===== src/rtl/stage_memory_pkg.sv =====
// Shared constants for the memory stage: access widths, FSM state encoding
// and the alignment rule used by both the stage and its lane steering.
package stage_memory_pkg;

    localparam logic [1:0] WIDTH_BYTE = 2'd0;
    localparam logic [1:0] WIDTH_HALF = 2'd1;
    localparam logic [1:0] WIDTH_WORD = 2'd2;

    localparam logic [0:0] ST_IDLE = 1'b0;
    localparam logic [0:0] ST_BUSY = 1'b1;

    // Halfwords must be even, words must sit on a 4-byte boundary.
    function automatic logic misaligned(input logic [1:0] width, input logic [1:0] offset);
        return ((width == WIDTH_HALF) && offset[0]) ||
               ((width == WIDTH_WORD) && (offset != 2'b00));
    endfunction

endpackage


===== src/rtl/stage_memory_align.sv =====
// Byte-lane steering for the memory stage: store byte enables and lane
// replication, plus load lane extraction with sign/zero extension.
module mem_align
    import stage_memory_pkg::*;
(
    input  logic [1:0]  width,
    input  logic [1:0]  offset,
    input  logic [31:0] st_data,
    output logic [3:0]  st_be,
    output logic [31:0] st_wdata,
    input  logic [31:0] ld_rdata,
    input  logic        ld_extend,
    output logic [31:0] ld_data
);

    logic [31:0] ld_shifted;

    // Store side: enable the addressed lanes and replicate data across the word.
    always_comb begin
        st_be    = 4'hF;
        st_wdata = st_data;
        case (width)
            WIDTH_BYTE: begin
                st_be    = 4'b0001 << offset;
                st_wdata = {4{st_data[7:0]}};
            end
            WIDTH_HALF: begin
                st_be    = 4'b0011 << offset;
                st_wdata = {2{st_data[15:0]}};
            end
            default: ;
        endcase
    end

    // Load side: bring the addressed lane down to bit 0, then extend.
    always_comb begin
        ld_shifted = ld_rdata >> {offset, 3'b000};
        case (width)
            WIDTH_BYTE: ld_data = {{24{ld_extend & ld_shifted[7]}}, ld_shifted[7:0]};
            WIDTH_HALF: ld_data = {{16{ld_extend & ld_shifted[15]}}, ld_shifted[15:0]};
            default:    ld_data = ld_rdata;
        endcase
    end

endmodule


===== src/rtl/stage_memory.sv =====
// Memory stage of the 5-stage pipeline: load/store over a req/ack bus,
// branch/jump resolution into a fetch redirect, and the writeback register.
module stage_memory
    import stage_memory_pkg::*;
#(
    parameter int FAULT_MISALIGN = 1
) (
    input  logic        clk,
    input  logic        reset_n,
    input  logic        mem_valid,
    input  logic [31:0] mem_pc,
    input  logic [31:0] mem_data0,
    input  logic [31:0] mem_data1,
    input  logic        mem_read_r,
    input  logic        mem_write_r,
    input  logic        mem_extend_r,
    input  logic [1:0]  mem_width_r,
    input  logic        mem_jmp_r,
    input  logic        mem_br_r,
    input  logic        mem_br_inv_r,
    input  logic [4:0]  wb_reg_r,
    output logic        mem_stall,
    output logic        dmem_req,
    output logic        dmem_we,
    output logic [29:0] dmem_addr,
    output logic [3:0]  dmem_be,
    output logic [31:0] dmem_wdata,
    input  logic        dmem_ack,
    input  logic [31:0] dmem_rdata,
    output logic        fe_redirect,
    output logic [31:0] fe_target,
    output logic        mem_fault,
    output logic        wb_valid,
    output logic [31:0] wb_pc,
    output logic [4:0]  wb_reg,
    output logic [31:0] wb_data
);

    logic [0:0]  state;
    logic        memop;
    logic        misalign;
    logic        fault;
    logic        done;
    logic        writes_back;
    logic [1:0]  raw_off;
    logic [1:0]  eff_off;
    logic [3:0]  be_c;
    logic [31:0] wdata_c;
    logic [31:0] load_c;

    mem_align u_align (
        .width     (mem_width_r),
        .offset    (eff_off),
        .st_data   (mem_data1),
        .st_be     (be_c),
        .st_wdata  (wdata_c),
        .ld_rdata  (dmem_rdata),
        .ld_extend (mem_extend_r),
        .ld_data   (load_c)
    );

    // Classify the current instruction and derive stall/redirect.
    // With faulting disabled the low address bits are dropped so the lane
    // logic always sees an aligned offset.
    always_comb begin
        raw_off = mem_data0[1:0];
        case (mem_width_r)
            WIDTH_WORD: eff_off = 2'b00;
            WIDTH_HALF: eff_off = {raw_off[1], 1'b0};
            default:    eff_off = raw_off;
        endcase
        memop       = mem_valid & (mem_read_r | mem_write_r);
        misalign    = (FAULT_MISALIGN != 0) ? misaligned(mem_width_r, raw_off) : 1'b0;
        fault       = memop & misalign;
        done        = (state == ST_BUSY) & dmem_ack;
        mem_stall   = memop & ~done & ~misalign;
        writes_back = mem_read_r | ~(mem_write_r | mem_br_r);
        fe_redirect = mem_valid & ~mem_stall &
                      (mem_jmp_r | (mem_br_r & (mem_data0[0] ^ mem_br_inv_r)));
        fe_target   = mem_data1;
    end

    // Bus FSM: launch a registered request from IDLE, hold it until ack.
    always_ff @(posedge clk) begin
        if (!reset_n) begin
            state      <= ST_IDLE;
            dmem_req   <= 1'b0;
            dmem_we    <= 1'b0;
            dmem_addr  <= '0;
            dmem_be    <= '0;
            dmem_wdata <= '0;
        end else if (state == ST_IDLE) begin
            if (memop && !misalign) begin
                state      <= ST_BUSY;
                dmem_req   <= 1'b1;
                dmem_we    <= mem_write_r;
                dmem_addr  <= mem_data0[31:2];
                dmem_be    <= be_c;
                dmem_wdata <= wdata_c;
            end
        end else begin
            if (dmem_ack) begin
                state    <= ST_IDLE;
                dmem_req <= 1'b0;
            end
        end
    end

    // Writeback bundle and fault pulse; payload only advances on non-stalled cycles.
    always_ff @(posedge clk) begin
        if (!reset_n) begin
            wb_valid  <= 1'b0;
            wb_pc     <= '0;
            wb_reg    <= '0;
            wb_data   <= '0;
            mem_fault <= 1'b0;
        end else begin
            wb_valid  <= mem_valid & ~mem_stall & ~fault;
            mem_fault <= fault;
            if (!mem_stall) begin
                wb_pc   <= mem_pc;
                wb_reg  <= (writes_back && !fault) ? wb_reg_r : '0;
                wb_data <= mem_read_r ? load_c : mem_data0;
            end
        end
    end

endmodule


===== config.mk =====
export PLATFORM = sky130hd
export DESIGN_NAME = stage_memory
export DESIGN_NICKNAME = d
export VERILOG_FILES = /design/src/rtl/stage_memory_pkg.sv /design/src/rtl/stage_memory_align.sv /design/src/rtl/stage_memory.sv
export SDC_FILE = /design/constraint.sdc
export NUM_CORES = 1
export LEC_CHECK = 0
export CAP_MARGIN = 20
export CORE_UTILIZATION = 37
export CTS_BUF_LIST = sky130_fd_sc_hd__clkbuf_16
export DETAILED_ROUTE_END_ITERATION = 7
export PLACE_DENSITY_LB_ADDON = 0.25
export SLEW_MARGIN = 15
export SYNTH_ARGS = -nofsm -noshare
export SYNTH_HDL_FRONTEND = slang
export SYNTH_SLANG_ARGS = --single-unit
export TNS_END_PERCENT = 20

===== constraint.sdc =====
create_clock -name clk -period 3.6 [get_ports clk]
set_clock_uncertainty 0.15 [all_clocks]
set_input_delay 0.9 -clock clk [delete_from_list [all_inputs] [get_ports clk]]
set_output_delay 0.9 -clock clk [all_outputs]
set_load 0.005 [all_outputs]

# After elaboration in Yosys (flattened, before gate mapping)
# Index checks and enable logic that the tools add are counted.
# op_classes
reduce_logical	12
eq_ne	3
mux	12
shift	3
bitwise	22
# ops
cell	count
32-bit one-hot mux with 2 select lines	2
32-bit two-way mux	1
32-bit by 5-bit >> shifter with 16-bit output	1
1-bit bitwise AND	11
4-bit one-hot mux with 2 select lines	1
1-bit two-way mux	6
1-bit NOT	6
5-bit two-way mux	1
1-bit logical AND	4
1-bit bitwise OR	4
2-bit one-hot mux with 2 select lines	1
2-bit AND reduction	2
2-bit nonzero test	2
1-bit by 2-bit << shifter with 4-bit output, first input constant	1
2-bit by 2-bit << shifter with 4-bit output, first input constant	1
2-bit by 1-bit == test with 1-bit output, second input constant	1
2-bit == test, second input constant	1
1-bit zero test	2
2-bit zero test	1
2-bit != test, second input constant	1
1-bit logical OR	1
1-bit bitwise XOR	1
# totals
reg_bits	140
inputBits	145
word_cells	63
out_inout_bits	173

# Longest topological paths before layout
# depth
word_depth	8
mapped_depth	11
depth_no_buf	9

# By module
# A second synthesis with hierarchy kept.
# unflattened
hier_cells	847
hier_area_um2	6854.1
# by_module_without_submodules
mod	instances	area_each_um2	seq_area_each_um2	cells_each
stage_memory	1	5689.2	2802.7	667
mem_align	1	1164.9	0.0	180

# Least setup slack after synthesis
# OpenSTA, ideal clock, no wires.
# synth_path
kind	input-to-output
startpoint	in mem_width_r[1]
endpoint	out fe_redirect
arrival_time_ns	2.624
cell_stages	10
t_required_ns	2.550
path_slack_ns	-0.074
path_buffers	3
path_cell_list	clkbuf_1 -> inv_1 -> ha_1 -> nor2_1 -> or2_1 -> nand3_2 -> inv_2 -> buf_4 -> buf_2 -> nor3b_1
# synth_via
elab_chain_len	8
word_cells_on_any_way	10
cone_classes	eq/ne: 2; bitwise: 5; reduce/logical: 3
# synth_lines
item	line_no	text
start, declared	stage_memory.sv:17	input logic [1:0] mem_width_r,
2-bit by 1-bit == test with 1-bit output or 2-bit == test (tied branches)	stage_memory_pkg.sv:14, stage_memory_pkg.sv:15	
1-bit logical AND (on tied branches)	stage_memory_pkg.sv:14, stage_memory_pkg.sv:15	
1-bit logical OR (*)	stage_memory_pkg.sv:14	return ((width == WIDTH_HALF) && offset[0]) ||
1-bit NOT (*)	stage_memory.sv:76	mem_stall = memop & ~done & ~misalign;
1-bit bitwise AND (*)	stage_memory.sv:76	
named net mem_stall	stage_memory.sv:22	output logic mem_stall,
1-bit NOT (*)	stage_memory.sv:78	fe_redirect = mem_valid & ~mem_stall &
1-bit bitwise AND (*) (2 in a row)	stage_memory.sv:78	
end, declared	stage_memory.sv:30	output logic fe_redirect,
# Mark *: on every way through the listed nets, which the timed path passes. The rest lies on a longest branch.

# Worst setup path after layout
# layout_path
startpoint	in mem_data0[1]
endpoint	out fe_redirect
# layout_via
elab_chain_len	8
# layout_lines
item	line_no	text
start, declared	stage_memory.sv:12	input logic [31:0] mem_data0,
2-bit nonzero test	stage_memory_pkg.sv:15	((width == WIDTH_WORD) && (offset != 2'b00));
1-bit logical AND	stage_memory_pkg.sv:15	
1-bit logical OR	stage_memory_pkg.sv:14	
1-bit NOT	stage_memory.sv:76	
1-bit bitwise AND	stage_memory.sv:76	
1-bit NOT	stage_memory.sv:78	
1-bit bitwise AND (2 in a row)	stage_memory.sv:78	
# No other way between the ends.

==> results by group <==
Critical path
  – CP max-delay cell: clkdlybuf4s50_1
  – CP peak stage delay: 550 ps
  – Nature of the critical path endpoint: output pin
  – Worst setup path class: in -> out
  – Worst EP required: 2550 ps
  – Crit-path cells: clkdlybuf4s50_1 -> a21oi_2 -> or2_1 -> nand3_2 -> inv_2 -> nor3b_2 -> dlygate4sd2_1
  – CP Launch Type: input port
  – Buffer and inverter count on the worst path: 3
  – Worst-path fanout max: 4
  – Worst path arrival time: 2340 ps
  – Family with the most delay on the worst path: buffers and inverters

CTS
  – Clock root buffer: clkbuf_16
  – Postcts setup bufs: 0
  – Clk Latency, worst-skew pair: 410 ps
  – Max clock buf depth: 2
  – CTS H-Tree Depth: 4
  – CTS Hold Bufs: 0
  – Clk pin slew, worst setup/hold paths: 60 ps
  – TritonCTS Buffers: 17
  – Clk sinks: 140
  – CTS tree: done

Timing
  – Period utilization: 94.3%
  – # setup viols final: 0
  – Pins Over Slew Limit: 0
  – Final hold violations: 0
  – Max Clock Freq: 0.295 GHz
  – Tmin final: 3390 ps
  – Least-Margin Pin Slew: 719 ps
  – Rel. slew slack: 52.0%
  – Setup TNS: 0 ps
  – RSZ-0062 raised after global routing: false

Die
  – I/O pin count: 318
  – Die Area: 17,900 um2
  – Row count: 47
  – Starting density of the core: 38.3%
  – Core area: 16,800 um2
  – Width of the die: 134 um
  – Die Span Y: 134 um

Finish
  – Biggest regs: dmem_wdata (32), wb_data (32), wb_pc (32)
  – Fill cells: 1,552
  – Final net count: 1,205
  – Ant. Diodes: 0
  – Ratio of cells with drive above 1 in the final layout: 8.22%
  – Design Area, Final: 10,200 um2
  – Layout area overhead: 58.6%

Global routing
  – GRT Overall Usage: 24.9%
  – First-pass GRT wire length: 34.6 mm
  – Initial antenna violation count: 0
  – Total grt overflow: 0
  – Largest net degree at the start of global routing: 72
  – Vias in the first global route: 6,335

Routing
  – WL/cell: 17.4 um
  – DRC viols: 0
  – Total Wirelength: 22.4 mm
  – ANT nets after route: 0
  – Drt pass-1 iters: 5
  – Initial DRC count: 474
  – Avg Vias per Cell: 5.18
  – Via count: 6,683

Power
  – Power per cell area: 422 nW/um2
  – Combinational fraction of design power: 23.0%
  – Clock Power Share: 36.7%
  – Sw Ratio: 28.1%
  – Seq pwr share: 40.3%
  – Worst IR drop on VDD: 340 uV
  – P_sw: 1.21 mW
  – Leak: 3.79 nW
  – Internal: 3.09 mW

Synth
  – Avg Cell Area, Syn: 8.13 um2
  – Count of state elements after synthesis: 140
  – Netlist cell types: 50
  – Post-synth design cell area: 6420 um2
  – Mapped Nets: 937
  – Synth top area cells: dfxtp_1, nand2_1, a21oi_1, buf_4, o21ai_0
  – Largest area contributor in the synthesized netlist: dfxtp_1
  – Commonest cells post-synth: nand2_1, dfxtp_1, a21oi_1, clkbuf_1, o21ai_0
  – Yosys warning total: 0
  – Synth Instances: 789
  – EDFF count, synth: 0
  – Top cell type's share of synthesized area: 43.7%
  – Seq/Total Area, Yosys: 43.7%
  – Top FF cell, synth: dfxtp_1
  – Asr flop ratio synth: 0%
  – Cell with the most instances after synthesis: nand2_1

Placement
  – Detailed placement HPWL: 16.3 mm
  – Port Buffers: 317
  – Post-DP Area: 9640 um2
  – Gpl congestion: 0.862

Outcome
  – Status: complete, no violations

Job
  – Max cap viols: 0

Hold path
  – HP Class: reg -> reg
[logic make-up (layout without fill, tap and decap cells)]
| family | Yosys count | count (layout) | share of synthesized area, % |
|---|---|---|---|
| simple gates | 283 | 283 | 18.9 |
| compound gates | 238 | 238 | 25.4 |
| flops | 140 | 140 | 43.7 |
| buf+inv | 109 | 390 | 9.05 |
| mux | 15 | 15 | 2.34 |
| fa+ha+maj | 3 | 3 | 0.585 |
| xor+xnor | 1 | 1 | 0.137 |
[power groups by stage]
stage | clock, mW | combinational [mW] | sequential, mW
3_3_place_gp | 0 | 0.982 | 1.76
2_1_floorplan | 0 | 0.404 | 1.77
6_report | 1.58 | 0.989 | 1.73
5_1_grt | 1.67 | 1.07 | 1.75
3_5_place_dp | 0 | 0.990 | 1.76
4_1_cts | 1.61 | 0.995 | 1.73
[metal layers]
metal / share of wire [%] / up-vias / wire, um / GRT usage (%)
met5: 0 / - / 0 / 0
met1: 44 / 3098 / 9910 / 32.5
li1: - / 3309 / - / -
met3: 7.2 / 27 / 1610 / 6.09
met2: 47 / 249 / 10500 / 40.2
met4: 1.6 / 0 / 368 / 7.77
[metrics by stage]
step                      total power [mW]  util, %  instances  setup slack [ps]  hold WS [ps]
final                                 4.30     60.7       1290               206           300
after global routing                  4.49     60.7       1290               141           313
after CTS                             4.34     60.7       1290              2.66           302
after detailed placement              2.75     57.5       1258              -303           293
after global placement                2.74     57.5       1258              -261           288
after floorplan                       2.18        -        789              26.6           298
[repair_timing]
action                                  4_1_cts  5_1_grt
pin swaps                                     1        1
resized for setup                             6        3
endpoints found under the setup margin        2        2
[cell type report]
cell class / instances / area [um2] / share of cell area, %
clock buffer: 17 / 425 / 4.18
clock inverter: 15 / 100 / 0.983
inverter: 8 / 32.5 / 0.320
multi-input combinational: 540 / 3060 / 30.0
sequential: 140 / 2800 / 27.5
tap: 220 / 275 / 2.70
timing repair buffer: 350 / 3490 / 34.2
[worst paths after layout]
path / end / depth (start not counted) / start / slack [ps]
min: wb_pc[12]$_SDFFE_PN0N_ / 2 / wb_pc[12]$_SDFFE_PN0N_ / 300
min reg2reg: wb_pc[12]$_SDFFE_PN0N_ / 2 / wb_pc[12]$_SDFFE_PN0N_ / 300
max: fe_redirect / 7 / mem_data0[1] / 210
max reg2reg: wb_data[13]$_SDFFE_PN0N_ / 6 / state$_SDFF_PN0_ / 1490
[cell usage in the layout (no fill, tap or decap), types with 10 or more instances in the layout]
cell type	instances
a211oi_1	25
a21oi_1	85
a221oi_1	15
a221oi_2	10
buf_4	28
clkbuf_16	17
clkdlybuf4s50_1	313
dfxtp_1	140
mux2i_1	15
nand2_1	194
nand3_1	11
nor2_1	32
o21ai_0	46
[tightest hold or removal path, cell delays in order (launching register included)]
cell and delay (ps):
dfxtp_1 300, nand2_1 50, a21oi_1 50
No activity file was read; power rests on OpenSTA's default activity.
